$ cat config.mk
export PLATFORM = sky130hd
export DESIGN_NAME = sdram_rv_arbiter
export DESIGN_NICKNAME = d
export VERILOG_FILES = /design/src/rtl/sdram_rv_arbiter_pkg.sv /design/src/rtl/sdram_rv_arbiter_picker.sv /design/src/rtl/sdram_rv_arbiter.sv
export SDC_FILE = /design/constraint.sdc
export NUM_CORES = 1
export LEC_CHECK = 0
export CORE_MARGIN = 5
export CORE_UTILIZATION = 44
export DETAILED_ROUTE_END_ITERATION = 10
export GPL_ROUTABILITY_DRIVEN = 0
export PLACE_DENSITY = 0.88
export SLEW_MARGIN = 0
export SYNTH_ARGS = -nofsm -noshare
export SYNTH_HDL_FRONTEND = slang
export SYNTH_HIERARCHICAL = 1
export SYNTH_SLANG_ARGS = --single-unit
$ cat constraint.sdc
create_clock -name clk -period 6 [get_ports clk]
set_input_delay 0.6 -clock clk [delete_from_list [all_inputs] [get_ports clk]]
set_output_delay 0.6 -clock clk [all_outputs]
set_load 0.02 [all_outputs]
$ cat src/rtl/sdram_rv_arbiter_pkg.sv
// sdram_rv_arbiter_pkg: shared state encoding, widths and round-robin picker
package sdram_rv_arbiter_pkg;
  localparam int ARB_ADDR_W = 22;
  localparam int ARB_MAX_REQ = 8;
  typedef logic [1:0] arb_state_t;
  localparam arb_state_t IDLE = 2'd0;
  localparam arb_state_t WAIT = 2'd1;
  localparam arb_state_t DATA = 2'd2;
  // First pending index after ptr, wrapping modulo nreq; 0 when nothing pending
  function automatic int rr_pick(input logic [ARB_MAX_REQ-1:0] pending, input int ptr, input int nreq);
    int pick;
    pick = 0;
    for (int k = nreq; k >= 1; k--)
      if (pending[(ptr + k) % nreq]) pick = (ptr + k) % nreq;
    return pick;
  endfunction
endpackage

$ cat src/rtl/sdram_rv_arbiter_picker.sv
// arb_rr_picker: pending/priority-mask/pointer to grant index and valid
module arb_rr_picker
  import sdram_rv_arbiter_pkg::*;
#(
  parameter int NREQ = 3,
  parameter int IW = 2,
  parameter logic [NREQ-1:0] PRIO_MASK = 3'b001
) (
  input  logic [NREQ-1:0] pending,
  input  logic [IW-1:0]   ptr,
  output logic [IW-1:0]   grant,
  output logic            valid,
  output logic            prio
);
  logic [NREQ-1:0] masked;
  always_comb begin
    masked = pending & PRIO_MASK;
    valid = |pending;
    prio = |masked;
    grant = IW'(rr_pick(ARB_MAX_REQ'(pending), int'(ptr), NREQ));
    for (int i = NREQ - 1; i >= 0; i--)
      if (masked[i]) grant = IW'(i);
  end
endmodule

$ cat src/rtl/sdram_rv_arbiter.sv
// sdram_rv_arbiter: shares one toggle-handshake SDRAM port between NREQ requesters
module sdram_rv_arbiter
  import sdram_rv_arbiter_pkg::*;
#(
  parameter int NREQ = 3,
  parameter int ADDR_W = ARB_ADDR_W,
  parameter logic [NREQ-1:0] PRIO_MASK = 3'b001
) (
  input  logic                   clk,
  input  logic                   reset,
  input  logic [NREQ-1:0]        req,
  output logic [NREQ-1:0]        req_ack,
  input  logic [NREQ*ADDR_W-1:0] req_addr,
  input  logic [NREQ-1:0]        req_we,
  input  logic [NREQ*2-1:0]      req_ds,
  input  logic [NREQ*16-1:0]     req_din,
  output logic [15:0]            req_dout,
  output logic [NREQ-1:0]        req_last,
  output logic                   mem_req,
  input  logic                   mem_req_ack,
  output logic [ADDR_W-1:0]      mem_addr,
  output logic                   mem_we,
  output logic [1:0]             mem_ds,
  output logic [15:0]            mem_din,
  input  logic [15:0]            mem_dout,
  output logic                   busy
);
  localparam int IW = NREQ > 1 ? $clog2(NREQ) : 1;
  arb_state_t state;
  logic [IW-1:0] g, ptr, pick;
  logic valid, prio;
  arb_rr_picker #(.NREQ(NREQ), .IW(IW), .PRIO_MASK(PRIO_MASK)) u_pick (
    .pending(req ^ req_ack),
    .ptr(ptr),
    .grant(pick),
    .valid(valid),
    .prio(prio)
  );
  assign busy = state != IDLE;
  // Grants wait for mem_req == mem_req_ack so a reset mid-access cannot overlap the stale one
  always_ff @(posedge clk)
    if (reset) begin
      state <= IDLE;
      g <= '0;
      ptr <= IW'(NREQ - 1);
      req_ack <= '0;
      req_dout <= '0;
      req_last <= '0;
      mem_req <= 1'b0;
      mem_addr <= '0;
      mem_we <= 1'b0;
      mem_ds <= '0;
      mem_din <= '0;
    end else
      case (state)
        IDLE: if (valid && mem_req == mem_req_ack) begin
          mem_addr <= req_addr[int'(pick)*ADDR_W +: ADDR_W];
          mem_we <= req_we[pick];
          mem_ds <= req_ds[int'(pick)*2 +: 2];
          mem_din <= req_din[int'(pick)*16 +: 16];
          mem_req <= ~mem_req;
          g <= pick;
          if (!prio) ptr <= pick;
          state <= WAIT;
        end
        WAIT: if (mem_req == mem_req_ack) begin
          if (mem_we) begin
            req_ack[g] <= ~req_ack[g];
            req_last <= NREQ'(1) << g;
            state <= IDLE;
          end else state <= DATA;
        end
        DATA: begin
          req_dout <= mem_dout;
          req_ack[g] <= ~req_ack[g];
          req_last <= NREQ'(1) << g;
          state <= IDLE;
        end
        default: state <= IDLE;
      endcase
endmodule

==> results of run 1 <==
## sequential cells by signal (all words and copies together) (netlist names)
register	cells
ptr	2
mem_we	1
req_ack	3
req_dout	16
state	2
req_last	3
mem_ds	2
mem_addr	22
mem_req	1
g	2
mem_din	16
## kinds of logic (layout without fill, tap and decap cells)
family                   Yosys count  count (layout)  synth area share (%)
multiplexers                      49              49                  12.0
buffers and inverters             48             235                  6.50
flip-flops                        70              70                  34.2
XOR/XNOR                           5               5                  1.43
adder cells (fa/ha/maj)            6               6                  1.83
AND/OR/NAND/NOR                  168             168                  22.1
AO/OA/AOI/OAI                    118             118                  22.0
## per-layer routing
| metal | routed length [um] | vias to the layer above |
|---|---|---|
| li1 | - | 2026 |
| met1 | 5110 | 1924 |
| met2 | 6550 | 179 |
| met3 | 1170 | 34 |
| met4 | 473 | 0 |
| met5 | 0 | - |
## worst min-delay path by stage
stage,start,end,slack [ns],depth (start not counted)
after floorplan,ptr[0],ptr[0],0.48,2
after global placement,req_dout[1],req_dout[1],0.44,2
after detailed placement,req_dout[12],req_dout[12],0.45,2
after CTS,req_dout[12],req_dout[12],0.46,2
after global routing,req_dout[4],req_dout[4],0.48,2
final,req_dout[12],req_dout[12],0.46,2
## critical path: stages
cell and delay (ns):
clkdlybuf4s50_1 0.47, xor2_1 0.39, mux2i_1 0.14, a211o_1 0.35, nor4b_4 0.14, or3_2 0.76, nor2b_2 0.36, buf_4 0.42
nand2_1 0.15, a311oi_2 0.26
## final cells by class
type | count | area [sq um]
Clock buffer | 9 | 124
Clock inverter | 7 | 104
Fill cell | 677 | 2790
Inverter | 5 | 18.8
Multi-Input combinational cell | 346 | 2450
Sequential cell | 70 | 1400
Tap cell | 111 | 139
Timing Repair Buffer | 214 | 2120
## cell usage after synthesis, types with 5 or more instances
| cell type | n | area share, % |
|---|---|---|
| a21oi_1 | 60 | 7.3 |
| a311oi_1 | 23 | 4.9 |
| a311oi_2 | 18 | 6.6 |
| buf_2 | 17 | 2.1 |
| buf_4 | 5 | 0.92 |
| buf_6 | 6 | 1.6 |
| clkbuf_1 | 13 | 1.2 |
| dfxtp_1 | 70 | 34 |
| ha_1 | 6 | 1.8 |
| inv_1 | 5 | 0.46 |
| mux2i_1 | 48 | 12 |
| nand2_1 | 79 | 7.2 |
| nand2b_1 | 5 | 0.76 |
| nor2b_1 | 6 | 0.92 |
| or2_2 | 42 | 6.4 |
## metrics by stage
stage	hold WS, ns	worst slack [ns]	util, %	power (W)	area, sq um
2_1_floorplan	0.482	3.17	-	0.00112	4100
3_5_place_dp	0.446	1.83	67.0	0.00142	6130
3_3_place_gp	0.440	2.00	67.0	0.00140	6130
6_report	0.459	2.16	69.5	0.00185	6360
4_1_cts	0.459	2.19	69.5	0.00186	6360
5_1_grt	0.482	1.93	69.5	0.00195	6360
## report_power, final
group,switching (W),leakage (nW),internal [W],total (W)
sequential,0.0000499,0.574,0.000536,0.000586
combinational,0.000424,1.56,0.000399,0.000823
clock,0.000201,0.115,0.000241,0.000442
total,0.000675,2.25,0.00118,0.00185
==> run_results.csv, run 1 <==
group,metric,value,unit
drt,vias,4163,
cells_and_area,layout.nets,797,
global_routing,grt_usage,22.7,%
clocking,root_buffer,"clkbuf_8",
timing,hold_viol_final,0,
global_routing,grt_first_pass_wirelength,20.7,mm
global_routing,antenna_found_initial,0,
clocking,clockBufferDepth,2,
clocking,cts_tree,"done",
yosys,netlist_area,0.00410,sq mm
drt,detail_route.wl_per_cell,17.5,um
floorplanning,die_w,107,um
timing,tns,0,ns
critical_path,cp.required,6.25,ns
floorplanning,initial_utilization,44.8,%
critical_path,cp-startpoint,"req[0]",
yosys,synth_flop_cell,"dfxtp_1",
floorplanning,rows,35,
global_routing,grt_pass1_vias,4319,
clocking,ctsResizeCount,0,
cells_and_area,final_common_cell,"clkdlybuf4s50_1",
floorplanning,die_y,107,um
timing,relSlewSlack,13.6,%
drt,drt_iter0_markers,176,
critical_path,crit_path_end_kind,"flip-flop",
clocking,h-tree-depth,3,
cells_and_area,area_growth,55.1,%
global_routing,top_usage_layer,"met2",
critical_path,cp-start-kind,"input pin",
drt,drc_errors,0,
pwr,vdd.ir_drop.worst,155,uV
critical_path,cp_max_fo,35,
timing,min_period_over_period,63.9,%
clocking,cts.reportedPaths.clkPinSlew,0.09,ns
run_status,run_status,"finished, final reports clean",
timing,finClkSkew,0.0117,ns
placed_design,dp.cells,746,
global_routing,grt_use_met3,7.65,%
timing,tightest_slew,1.29,ns
floorplanning,core_area,0.00915,sq mm
drt,wl,13.3,mm
yosys,synth_fp_nets,615,
yosys,synth-edff-count,0,
yosys,ys.warnings.count,6,
clocking,hold_buffers,0,
global_routing,use_met2,39.7,%
timing,finalSetupViolations,0,
yosys,netlist_instances,464,
yosys,synth.distinct_cells,51,
cells_and_area,num_antenna_cells,0,
drt,via_per_inst,5.46,
pwr,leakage,2.25,nW
critical_path,cp.arrival,4.09,ns
yosys,synth-seq-cells,70,
cells_and_area,finalNonFillerCells,762,
timing,report.final.slew_viol_count,0,
floorplanning,die_area,0.0114,sq mm
critical_path,ff2ff_setup_slack,2.36,ns
global_routing,grt_overflow,0,
timing,clock.fmax,0.261,GHz
timing,rsz0062_at_grt,"no",
critical_path,reg2reg_to,"mem_addr[11]",
critical_path,reg2reg_from,"ptr[0]",
drt,firstDrtPassIters,4,
clocking,clock_insertion_delay_worst_skew,0.35,ns
pwr,p_per_area,291,mW/mm^2
critical_path,critPathCapture,"mem_addr[11]",
timing,final.min_clock_period,3.84,ns
drt,antenna_left,0,
clocking,postCtsSetupRepairBufs,0,
clocking,cts_made_buffers,9,
critical_path,worstSetupPathType,"in -> reg",
cells_and_area,drive_above_1_share,14.6,%
yosys,async_reset_ff_share,0,%
floorplanning,io_pins,210,
run,cap_viol_max_count,0,
min_path,min_path_type,"reg -> reg",
placed_design,io_buffer_count,209,
critical_path,reg2regPathDepth,10,
cells_and_area,mostFrequentLayoutCells,"208 x clkdlybuf4s50_1, 79 x nand2_1, 70 x dfxtp_1, 60 x a21oi_1, 48 x mux2i_1",
placed_design,dp_hpwl,9.76,mm
clocking,cts_sinks,70,
yosys,synth-seq-area-share,34.2,%
global_routing,groute.layer.met1.usage,24.5,%
global_routing,grt_max_degree,83,
yosys,syn_avg_cell_area,8.84,sq um
Note: power is estimated with default switching activity, not from simulation.
==> run 2: changes to the inputs <==
--- a/config.mk
+++ b/config.mk
@@ -6,10 +6,10 @@
 export NUM_CORES = 1
 export LEC_CHECK = 0
 export CORE_MARGIN = 5
-export CORE_UTILIZATION = 44
+export CORE_UTILIZATION = 37
 export DETAILED_ROUTE_END_ITERATION = 10
 export GPL_ROUTABILITY_DRIVEN = 0
-export PLACE_DENSITY = 0.88
+export PLACE_DENSITY = 0.78
 export SLEW_MARGIN = 0
 export SYNTH_ARGS = -nofsm -noshare
 export SYNTH_HDL_FRONTEND = slang
==> constraint.sdc (replaced) <==
create_clock -name clk -period 3.1 [get_ports clk]
set_input_delay 0.31 -clock clk [delete_from_list [all_inputs] [get_ports clk]]
set_output_delay 0.31 -clock clk [all_outputs]
set_load 0.02 [all_outputs]
==> run_results.csv, run 2 (synthesis gave the netlist of run 1 again) <==
group,metric,value,unit
run_status,run_status,"finished, final reports clean",
cells_and_area,final_common_cell,"clkdlybuf4s50_1",
timing,hold_viol_final,0,
pwr,vdd.ir_drop.worst,290,uV
pwr,intPower,0.00226,W
cells_and_area,reg_top3,"mem_addr x22, mem_din x16, req_dout x16",
cells_and_area,area_growth,59.2,%
clocking,cts_sinks,70,
global_routing,grt_pass1_vias,4191,
clocking,clock_insertion_delay_worst_skew,0.34,ns
pwr,seq_power_share,32.1,%
pwr,power,0.00354,W
global_routing,grt_max_degree,60,
clocking,root_buffer,"clkbuf_8",
critical_path,cp.arrival,3.19,ns
clocking,hold_buffers,0,
critical_path,cp.required,3.35,ns
floorplanning,rows,38,
floorplanning,die_w,115,um
floorplanning,core_area,0.0108,sq mm
critical_path,worstSetupPathType,"reg -> reg",
drt,vias,4151,
clocking,cts_made_buffers,9,
pwr,leakage,2.31,nW
timing,rsz0062_at_grt,"no",
placed_design,io_buffer_count,209,
timing,clock.fmax,0.339,GHz
pwr,p_sw,0.00128,W
floorplanning,initial_utilization,37.8,%
drt,detail_route.wl_per_cell,16.0,um
floorplanning,io_pins,210,
floorplanning,die_y,115,um
drt,via_per_inst,5.16,
clocking,cts.reportedPaths.clkPinSlew,0.09,ns
pwr,p_per_area,542,mW/mm^2
drt,drc_errors,0,
cells_and_area,mostFrequentLayoutCells,"208 x clkdlybuf4s50_1, 79 x nand2_1, 68 x dfxtp_1, 60 x a21oi_1, 48 x mux2i_1",
timing,finalSetupViolations,0,
min_path,min_path_type,"reg -> reg",
global_routing,antenna_found_initial,0,
timing,final.min_clock_period,2.95,ns
clocking,h-tree-depth,3,
timing,tightest_slew,1.01,ns
cells_and_area,largest_reg_flops,22,
timing,tns,0,ns
global_routing,grt_overflow,0,
drt,drt_iter0_markers,194,
placed_design,dp.cells,789,
global_routing,grt_first_pass_wirelength,20.0,mm
cells_and_area,regMostFlops,"mem_addr",
critical_path,cp_max_fo,32,
cells_and_area,finalNonFillerCells,805,
run,cap_viol_max_count,0,
critical_path,ff2ff_setup_slack,0.15,ns
clocking,clockBufferDepth,2,
cells_and_area,layout.nets,811,
pwr,comb_power_share,46.7,%
timing,relSlewSlack,32.6,%
timing,report.final.slew_viol_count,0,
drt,wl,12.9,mm
critical_path,crit_path_end_kind,"flip-flop",
clocking,cts_tree,"done",
floorplanning,die_area,0.0133,sq mm
critical_path,cp-start-kind,"flip-flop",
timing,finClkSkew,0.0143,ns
pwr,p_clk_share,21.2,%
drt,antenna_left,0,
placed_design,dp_hpwl,9.96,mm
global_routing,grt_usage,18.5,%
timing,min_period_over_period,95.0,%
cells_and_area,num_antenna_cells,0,
pwr,p_sw_share,36.2,%
drt,firstDrtPassIters,5,
cells_and_area,drive_above_1_share,17.1,%
[run 2: repair_timing]
| item | 4_1_cts | 5_1_grt |
|---|---|---|
| gates resized for setup | 0 | 5 |
| setup buffers | 0 | 0 |
| setup endpoints to repair | 0 | 41 |
| endpoints found under the hold margin | 0 | 0 |
[run 2: area by class of cell]
cell class | instances | area (sq um)
clock inverter | 7 | 80.1
timing repair buffer | 228 | 2250
fill | 961 | 4310
tap | 140 | 175
sequential | 70 | 1400
multi-input combinational | 346 | 2470
clock buffer | 9 | 124
inverter | 5 | 18.8
[run 2: power groups by stage]
stage	logic (W)	clock network, W	registers, W
2_1_floorplan	0.000868	0	0.00129
3_3_place_gp	0.00163	0	0.00115
4_1_cts	0.00166	0.000778	0.00114
6_report	0.00165	0.000752	0.00114
5_1_grt	0.00178	0.000820	0.00116
3_5_place_dp	0.00165	0	0.00115
[run 2: metrics by stage]
| step | worst slack [ns] | utilization (%) | area, sq um | hold WS [ns] |
|---|---|---|---|---|
| after floorplan | 0.265 | - | 4100 | 0.446 |
| after global placement | 0.0243 | 58.1 | 6300 | 0.442 |
| after detailed placement | -0.0168 | 58.1 | 6300 | 0.447 |
| after CTS | 0.0714 | 60.0 | 6510 | 0.459 |
| after global routing | 0.0184 | 60.2 | 6530 | 0.471 |
| final | 0.154 | 60.2 | 6530 | 0.457 |
[run 2: final timing paths]
kind | startpoint | to | cells past startpoint
worst max-delay path | ptr[0] | mem_addr[1] | 11
worst min-delay path | req_dout[2] | req_dout[2] | 2
worst max register to register | ptr[0] | mem_addr[1] | 11
worst min register to register | req_dout[2] | req_dout[2] | 2
[run 2: per-layer routing]
layer,GRT usage [%],wire length [um],vias to the layer above
met5,0,0,-
met4,5.01,157,0
met3,6.47,1130,12
met2,33.6,6560,163
met1,20.4,5010,1926
li1,-,-,2050
[run 2: worst max-delay path: stages, from the launching register on]
cell and delay, ns:
dfxtp_2 0.36, inv_1 0.08, ha_1 0.36, mux2i_1 0.14, a211o_1 0.32, nor4b_4 0.14
or3_2 0.52, buf_12 0.21, nor2b_4 0.16, buf_12 0.19, nand2_1 0.07, a311oi_1 0.28
==> run 3: changes to the inputs <==
--- a/config.mk
+++ b/config.mk
@@ -5,11 +5,11 @@
 export SDC_FILE = /design/constraint.sdc
 export NUM_CORES = 1
 export LEC_CHECK = 0
-export CORE_MARGIN = 5
-export CORE_UTILIZATION = 37
+export CORE_MARGIN = 2
+export CORE_UTILIZATION = 44
 export DETAILED_ROUTE_END_ITERATION = 10
 export GPL_ROUTABILITY_DRIVEN = 0
-export PLACE_DENSITY = 0.78
+export PLACE_DENSITY = 0.88
 export SLEW_MARGIN = 0
 export SYNTH_ARGS = -nofsm -noshare
 export SYNTH_HDL_FRONTEND = slang
==> constraint.sdc (replaced) <==
create_clock -name clk -period 3.8 [get_ports clk]
set_input_delay 0.38 -clock clk [delete_from_list [all_inputs] [get_ports clk]]
set_output_delay 0.38 -clock clk [all_outputs]
set_load 0.02 [all_outputs]
==> run_results.csv, run 3 (synthesis gave the netlist of run 1 again) <==
group,metric,value,unit
global_routing,grt_first_pass_wirelength,19.9,mm
clocking,hold_buffers,0,
drt,via_per_inst,5.48,
critical_path,cp_max_fo,44,
timing,final.min_clock_period,3.19,ns
clocking,clockBufferDepth,2,
pwr,vdd.ir_drop.worst,234,uV
timing,tightest_slew,1.05,ns
clocking,root_buffer,"clkbuf_8",
critical_path,cp.required,4.05,ns
cells_and_area,largest_reg_flops,22,
clocking,cts_made_buffers,9,
critical_path,cpPeakStageDelay,0.50,ns
floorplanning,die_area,0.0101,sq mm
critical_path,slowest_stage,"or3_2",
critical_path,ff2ff_setup_slack,0.61,ns
pwr,leakage,2.27,nW
floorplanning,core_area,0.00915,sq mm
global_routing,antenna_found_initial,0,
cells_and_area,num_antenna_cells,0,
drt,drt_iter0_markers,121,
critical_path,reg2reg_to,"mem_addr[9]",
clocking,postCtsSetupRepairBufs,0,
cells_and_area,reg_top3,"mem_addr x22, mem_din x16, req_dout x16",
critical_path,cp-startpoint,"ptr[0]",
cells_and_area,area_growth,56.6,%
clocking,h-tree-depth,3,
global_routing,grt_usage,24.9,%
critical_path,worstSetupPathType,"reg -> reg",
critical_path,path_delay_family,"simple AND/OR/NAND/NOR gates",
drt,vias,4206,
floorplanning,initial_utilization,44.8,%
critical_path,worst-path-stages,11,
drt,wl,12.8,mm
critical_path,critPathCapture,"mem_addr[9]",
floorplanning,rows,35,
critical_path,crit_path_end_kind,"flip-flop",
timing,finClkSkew,0.0177,ns
run_status,run_status,"finished, final reports clean",
drt,detail_route.wl_per_cell,16.7,um
timing,finalSetupViolations,0,
timing,report.final.slew_viol_count,0,
cells_and_area,drive_above_1_share,15.2,%
drt,firstDrtPassIters,4,
clocking,cts_tree,"done",
timing,min_period_over_period,84.1,%
clocking,ctsResizeCount,0,
critical_path,cp_common_cell,"buf_12",
min_path,min_path_type,"reg -> reg",
global_routing,grt_pass1_vias,4230,
cells_and_area,regMostFlops,"mem_addr",
critical_path,path_cells,"inv_1 -> ha_1 -> mux2i_1 -> a211o_1 -> nor4b_4 -> or3_2 -> buf_12 -> nor2b_2 -> buf_12 -> nand2_1 -> a311oi_1",
cells_and_area,final_common_cell,"clkdlybuf4s50_1",
placed_design,dp_hpwl,9.34,mm
global_routing,grt_max_degree,60,
drt,antenna_left,0,
critical_path,path_buf_inv,3,
cells_and_area,layout.nets,802,
placed_design,dpl_cell_area,0.00619,sq mm
critical_path,cp-start-kind,"flip-flop",
timing,clock.fmax,0.313,GHz
run,cap_viol_max_count,0,
clocking,clock_insertion_delay_worst_skew,0.35,ns
floorplanning,die_y,101,um
clocking,cts_sinks,70,
timing,hold_viol_final,0,
cells_and_area,mostFrequentLayoutCells,"208 x clkdlybuf4s50_1, 79 x nand2_1, 70 x dfxtp_1, 60 x a21oi_1, 48 x mux2i_1",
cells_and_area,fin_util,70.2,%
floorplanning,io_pins,210,
global_routing,grt_overflow,0,
pwr,p_per_area,458,mW/mm^2
cells_and_area,fin_area,0.00642,sq mm
critical_path,cp.arrival,3.45,ns
timing,relSlewSlack,29.9,%
placed_design,io_buffer_count,209,
timing,rsz0062_at_grt,"no",
critical_path,reg2reg_from,"ptr[0]",
pwr,power,0.00294,W
floorplanning,die_w,101,um
timing,tns,0,ns
clocking,cts.reportedPaths.clkPinSlew,0.08,ns
drt,drc_errors,0,
critical_path,reg2regPathDepth,11,
## run 3: cell count changes in the layout (fill, tap and decap cells not counted), moves of 2 or more
cell,change
dfxtp_1,+2
dfxtp_2,-2
a311oi_2,-2
a311oi_1,+2
buf_4,-9
## run 3: worst min path at each step
stage,endpoint,start,cells after the start
2_1_floorplan,ptr[0],ptr[0],2
3_3_place_gp,req_dout[0],req_dout[0],2
3_5_place_dp,req_dout[2],req_dout[2],2
4_1_cts,req_dout[2],req_dout[2],2
5_1_grt,req_dout[3],req_dout[3],2
6_report,req_dout[2],req_dout[2],2
## run 3: layout make-up
| cell class | count | area (sq um) |
|---|---|---|
| Fill cell | 682 | 2730 |
| Multi-Input combinational cell | 346 | 2450 |
| Timing Repair Buffer | 219 | 2190 |
| Sequential cell | 70 | 1400 |
| Tap cell | 111 | 139 |
| Clock buffer | 9 | 124 |
| Clock inverter | 7 | 103 |
| Inverter | 5 | 18.8 |
## run 3: where the power goes
part           total (W)  switching [W]  internal, W  leakage, nW
clock network   0.000692       0.000313     0.000379        0.111
logic            0.00132       0.000663     0.000654         1.59
registers       0.000929      0.0000826     0.000847        0.574
total            0.00294        0.00106      0.00188         2.27
## run 3: worst register-to-register path, delay by kind of cell, from the launching register on
kind            cells  cell delay (ns)
buf+inv             3             0.53
mux                 1             0.17
compound gates      2             0.61
simple gates        4             0.99
flops               1             0.39
fa+ha+maj           1             0.41
## run 3: metrics by stage
step                      cells  hold WS [ns]  worst slack [ns]
after floorplan             464         0.482             0.965
final                       767         0.457             0.605
after CTS                   767         0.460             0.632
after global routing        767         0.481             0.434
after global placement      751         0.441             0.558
after detailed placement    751         0.448             0.441
## run 3: metal layers
layer  global-route usage (%)  share of wire, %  vias up
li1                         -                 -     2029
met1                     27.2                38     1974
met2                     46.3                53      181
met3                     6.52               7.6       22
met4                     9.06               2.1        0
met5                        0                 0        -
==> RTL edit 1: new RTL, config.mk and constraints of run 1 <==
The package constant `ARB_MAX_REQ` goes from 8 to 9.
--- a/src/rtl/sdram_rv_arbiter_pkg.sv
+++ b/src/rtl/sdram_rv_arbiter_pkg.sv
@@ -2,5 +2,5 @@
 package sdram_rv_arbiter_pkg;
   localparam int ARB_ADDR_W = 22;
-  localparam int ARB_MAX_REQ = 8;
+  localparam int ARB_MAX_REQ = 9;
   typedef logic [1:0] arb_state_t;
   localparam arb_state_t IDLE = 2'd0;
Function: kept (equiv_simple and equiv_induct, registers matched by name and starting in step).
==> RTL edit 1 against run 1 <==
  * Sequential cell count stayed put
  * Final cell count is 0.79% higher
  * Highest routed layer unchanged
  * Area after synthesis is 0.27% higher
  * Worst setup slack better by 51 ps
  * Largest power group unchanged
  * Count of clock-buffer cells in the layout stayed put
  * Die area is 0.25% higher
  * Design area is 0.71% higher
  * Wire length is 0.81% lower
  * Power is 22% higher
==> RTL edit 1: results (changes against run 1) <==
====================================================================
CTS clk-pin slew, worst paths .........................        70 ps   was 90 ps
Leakage ...............................................     2.333 nW   was 2.247 nW
Mean instance size in the synthesized netlist .........    8.769 um2   was 8.839 um2
R2r setup slk .........................................      2300 ps   was 2360 ps
Placed cell count .....................................          752   was 746
Max Buffers Root-to-Sink ..............................            2   unchanged
Number of nets in the final layout ....................          805   was 797
Largest stage delay on the critical path ..............       570 ps   was 760 ps
Share of post-route cells with drive strength above 1 .       14.31%   was 14.59%
Fraction of met2 tracks used by global routing ........       40.60%   was 39.68%
Top area cells in the synthesized netlist ............. dfxtp_1, mux2i_1, a21oi_1   unchanged
Final wirelength ......................................     13200 um   was 13300 um
Met2 Routed Length ....................................      6741 um   was 6550 um
Largest net degree at the start of global routing .....           52   was 83
Leading post-synthesis cells by instance count ........ nand2_1, dfxtp_1, a21oi_1, mux2i_1, or2_2   unchanged
Clk_skew ..............................................     11.58 ps   was 11.70 ps
Clk network pwr share .................................        18.7%   was 23.9%
Total via count after detailed routing ................         4261   was 4163
Start of the worst register-to-register path .......... ptr[1]$_SDFFE_PP1P_   was ptr[0]$_SDFFE_PP0P_
Final routed DRC violation total ......................            0   unchanged
Total nets after synthesis ............................          622   was 615
Met1 track demand over resource in global routing .....       23.51%   was 24.47%
Synth unique cells ....................................           50   was 51
Achievable clock frequency ............................    264.1 MHz   was 260.6 MHz
Combinational power ...................................      1.20 mW   was 0.823 mW
Met1 routed wirelength after detailed routing .........      4950 um   was 5108 um
Worst Reg2Reg Path Length in Cells ....................           12   was 10
Share of total power consumed by net switching ........       39.55%   was 36.47%
Part of the Yosys area used for sequential elements ...       34.07%   was 34.17%
First-iteration detailed-routing DRC count ............          151   was 176
Setup Slack @ Placement ...............................      1936 ps   was 1827 ps
Hold Path End ......................................... req_dout[4]$_SDFFE_PP0N_   was req_dout[12]$_SDFFE_PP0N_
CP top delay family ................................... buffers and inverters   was simple AND/OR/NAND/NOR gates
Met3 track demand over resource .......................       6.683%   was 7.650%
Routed length on met3 .................................      1143 um   was 1170 um
Main synth FF type ....................................      dfxtp_1   unchanged
Arr. time, crit path ..................................      4020 ps   was 4090 ps
Peak ir drop on the vdd network .......................    0.2050 mV   was 0.1549 mV
Slowest library cell on the worst path ................       xor2_1   was or3_2
Slew at the pin closest to its max-slew limit .........      1343 ps   was 1293 ps
Start point of the worst hold path .................... req_dout[4]$_SDFFE_PP0N_   was req_dout[12]$_SDFFE_PP0N_
First-pass GRT wire length ............................     20400 um   was 20690 um
Number of global-route vias before repair .............         4393   was 4319
HPWL after DPL ........................................      9766 um   was 9764 um
Post-route non-filler standard cell count .............          768   was 762
Run status ............................................ finished clean   unchanged
Critical Path Fanout Max ..............................           44   was 35
RR Endpoint ........................................... mem_ds[0]$_SDFFE_PP0P_   was mem_addr[11]$_SDFFE_PP0P_
Post-CTS Setup Inserts ................................            0   unchanged
====================================================================
-- RTL edit 1: layout make-up --
type	instances	area [um2]
Clock buffer	9	123.9
Clock inverter	7	98.84
Fill cell	697	2791
Inverter	7	26.28
Multi-Input combinational cell	349	2484
Sequential cell	70	1401
Tap cell	111	138.9
Timing Repair Buffer	215	2132
-- RTL edit 1: through the flow --
stage          cell area, um2  power (mW)  hold WS, ps
6_report                 6405       2.258        453.6
5_1_grt                  6405       2.388        475.4
4_1_cts                  6405       2.275        457.9
3_5_place_dp             6182       1.846        447.6
3_3_place_gp             6182       1.805        441.3
2_1_floorplan            4113       1.446        498.7
-- RTL edit 1: how the worst max path moves through the flow --
| stage | cells after the start | end |
|---|---|---|
| after detailed placement | 11 | mem_ds[0]$_SDFFE_PP0P_ |
| after floorplan | 12 | mem_addr[12]$_SDFFE_PP0P_ |
| after global placement | 11 | mem_addr[20]$_SDFFE_PP0P_ |
| after CTS | 11 | mem_addr[2]$_SDFFE_PP0P_ |
| final | 11 | mem_ds[0]$_SDFFE_PP0P_ |
| after global routing | 11 | mem_addr[1]$_SDFFE_PP0P_ |
-- RTL edit 1: tightest hold or removal path, cell delays in order (launching register included) --
cell,delay [ps]
dfxtp_1,310
nand2_1,50
a21oi_1,50
-- RTL edit 1: kinds of logic (layout without fill, tap and decap cells) --
| logic type | after synthesis | in the layout | share of synthesized area, % |
|---|---|---|---|
| mux | 50 | 50 | 12.20 |
| compound gates | 119 | 119 | 22.00 |
| flops | 70 | 70 | 34.07 |
| xor+xnor | 5 | 5 | 1.430 |
| fa+ha+maj | 8 | 8 | 2.434 |
| buf+inv | 50 | 238 | 6.663 |
| simple gates | 167 | 167 | 21.21 |
==> RTL edit 2: new RTL, config.mk and constraints of run 1 <==
Made on the original files. Reset style: asynchronous (`reset`), changed in one clocked block.
--- a/src/rtl/sdram_rv_arbiter.sv
+++ b/src/rtl/sdram_rv_arbiter.sv
@@ -39,5 +39,5 @@
   assign busy = state != IDLE;
   // Grants wait for mem_req == mem_req_ack so a reset mid-access cannot overlap the stale one
-  always_ff @(posedge clk)
+  always_ff @(posedge clk or posedge reset)
     if (reset) begin
       state <= IDLE;
Behaviour: differs if reset is asserted again (counterexample within 4 cycles, from zero or initial values and one cycle with reset high); with reset held inactive, the same outputs for 4 cycles.
==> RTL edit 2 against run 1 <==
  * Critical path depth shrank 1
  * Wire length shrank 13%
  * Design area grew 0.33%
  * Worst setup slack gained 14 ps
  * Sequential cell count is the same
  * Area after synthesis shrank 1.4%
Power is not compared: it rests on default switching activity, and its combinational part moved more than twofold at a synthesized area within 25%.
==> RTL edit 2: results (changes against run 1) <==
==============================================================================
Run status ...................................................... finished clean   unchanged
Critical Path Fanout Max ........................................           45   was 35
First-iteration detailed-routing DRC count ......................           92   was 176
Global routing usage summed across all routing layers ...........       20.64%   was 22.70%
Post-synth ARST share ...........................................       100.0%   was 0%
Category of the most critical setup path ........................ register to register   was primary input to register
Per-cell via count in the routed design .........................        5.276   was 5.463
Post-synthesis xor/xnor area fraction ...........................      0.8661%   was 1.434%
Mean instance size in the synthesized netlist ...................    13.09 um2   was 8.839 um2
Total via count after detailed routing ..........................         3292   was 4163
Final wirelength ................................................     11610 um   was 13300 um
Total nets after synthesis ......................................          460   was 615
Largest net degree at the start of global routing ...............           71   was 83
Share of post-route cells with drive strength above 1 ...........       18.13%   was 14.59%
Number of global-route vias before repair .......................         3563   was 4319
HPWL after DPL ..................................................      9023 um   was 9764 um
Clock insertion delay at the later pin of the skew report .......       330 ps   was 350 ps
Post-synthesis adder-cell area fraction .........................       1.856%   was 1.830%
Number of nets in the final layout ..............................          659   was 797
Final period util ...............................................       63.72%   was 63.95%
Synth unique cells ..............................................           43   was 51
Share of the synthesized area in compound gates (AO/OA/AOI/OAI) .       12.71%   was 22.03%
Top area cells in the synthesized netlist ....................... dfrtp_1, mux2_4, mux2i_1   was dfxtp_1, mux2i_1, a21oi_1
R2r setup slk ...................................................      2180 ps   was 2360 ps
Slew at the pin closest to its max-slew limit ...................      1039 ps   was 1293 ps
Part of the Yosys area used for sequential elements .............       43.33%   was 34.17%
Clk_skew ........................................................     7.212 ps   was 11.70 ps
First-pass GRT wire length ......................................     18300 um   was 20690 um
Share of synthesized area spent on multiplexers .................       31.89%   was 11.99%
Source of the critical timing path .............................. ptr[1]$_DFFE_PP1P_   was req[0]
Worst Reg2Reg Path Length in Cells ..............................            9   was 10
==============================================================================
[RTL edit 2: cell types whose count changed in the layout (fill, tap and decap cells not counted), moves of 5 or more]
| cell | delta |
|---|---|
| mux2i_1 | -5 |
| nand2_1 | -72 |
| mux2_2 | +22 |
| or2_2 | -40 |
| a311oi_1 | -23 |
| a21oi_1 | -59 |
| mux2_4 | +40 |
| dfxtp_1 | -70 |
| dfrtp_1 | +69 |
| a311oi_2 | -18 |
| o2bb2ai_1 | +40 |
[RTL edit 2: kinds of logic (layout without fill, tap and decap cells)]
group / Yosys count / after routing
AO/OA/AOI/OAI: 63 / 63
buffers and inverters: 31 / 235
flip-flops: 70 / 70
AND/OR/NAND/NOR: 29 / 29
adder cells (fa/ha/maj): 6 / 6
XOR/XNOR: 4 / 4
multiplexers: 106 / 106
[RTL edit 2: area by class of cell]
type	count	area, um2
multi-input combinational	208	2116
tap	111	138.9
inverter	7	26.28
fill	655	2728
timing repair buffer	212	2115
sequential	70	1753
clock buffer	11	151.4
clock inverter	5	81.33
[RTL edit 2: metal layers]
metal | global-route usage [%] | vias to the layer above | wire, um
met1 | 21.89 | 1622 | 4226
li1 | - | 1551 | -
met2 | 38.75 | 103 | 6475
met3 | 6.001 | 16 | 714
met5 | 0 | - | 0
met4 | 7.031 | 0 | 189
[RTL edit 2: how the worst min path moves through the flow]
stage          slack [ps]                       to  depth (start not counted)                     from
5_1_grt               520  req_dout[9]$_DFFE_PP0N_                          1  req_dout[9]$_DFFE_PP0N_
6_report              510  req_dout[6]$_DFFE_PP0N_                          1  req_dout[6]$_DFFE_PP0N_
2_1_floorplan         470     state[0]$_DFFE_PP0P_                          1     state[1]$_DFFE_PP0P_
3_5_place_dp          500  mem_addr[1]$_DFFE_PP0P_                          1  mem_addr[1]$_DFFE_PP0P_
4_1_cts               510     state[0]$_DFFE_PP0P_                          1     state[1]$_DFFE_PP0P_
3_3_place_gp          490     state[0]$_DFFE_PP0P_                          1     state[1]$_DFFE_PP0P_
[RTL edit 2: worst max-delay path, stage by stage, from the launching register on]
cell and delay, ps:
dfstp_2 560, inv_1 70, ha_1 430, mux2i_1 220
a211o_1 180, nor4b_4 180, or3_2 730, nor2b_4 930
o2bb2ai_1 220, mux2_4 190
[RTL edit 2: report_power, final]
part | switching [mW] | internal, mW
Sequential | 0.159 | 0.714
Clock | 0.177 | 0.257
Combinational | 0.977 | 1.15
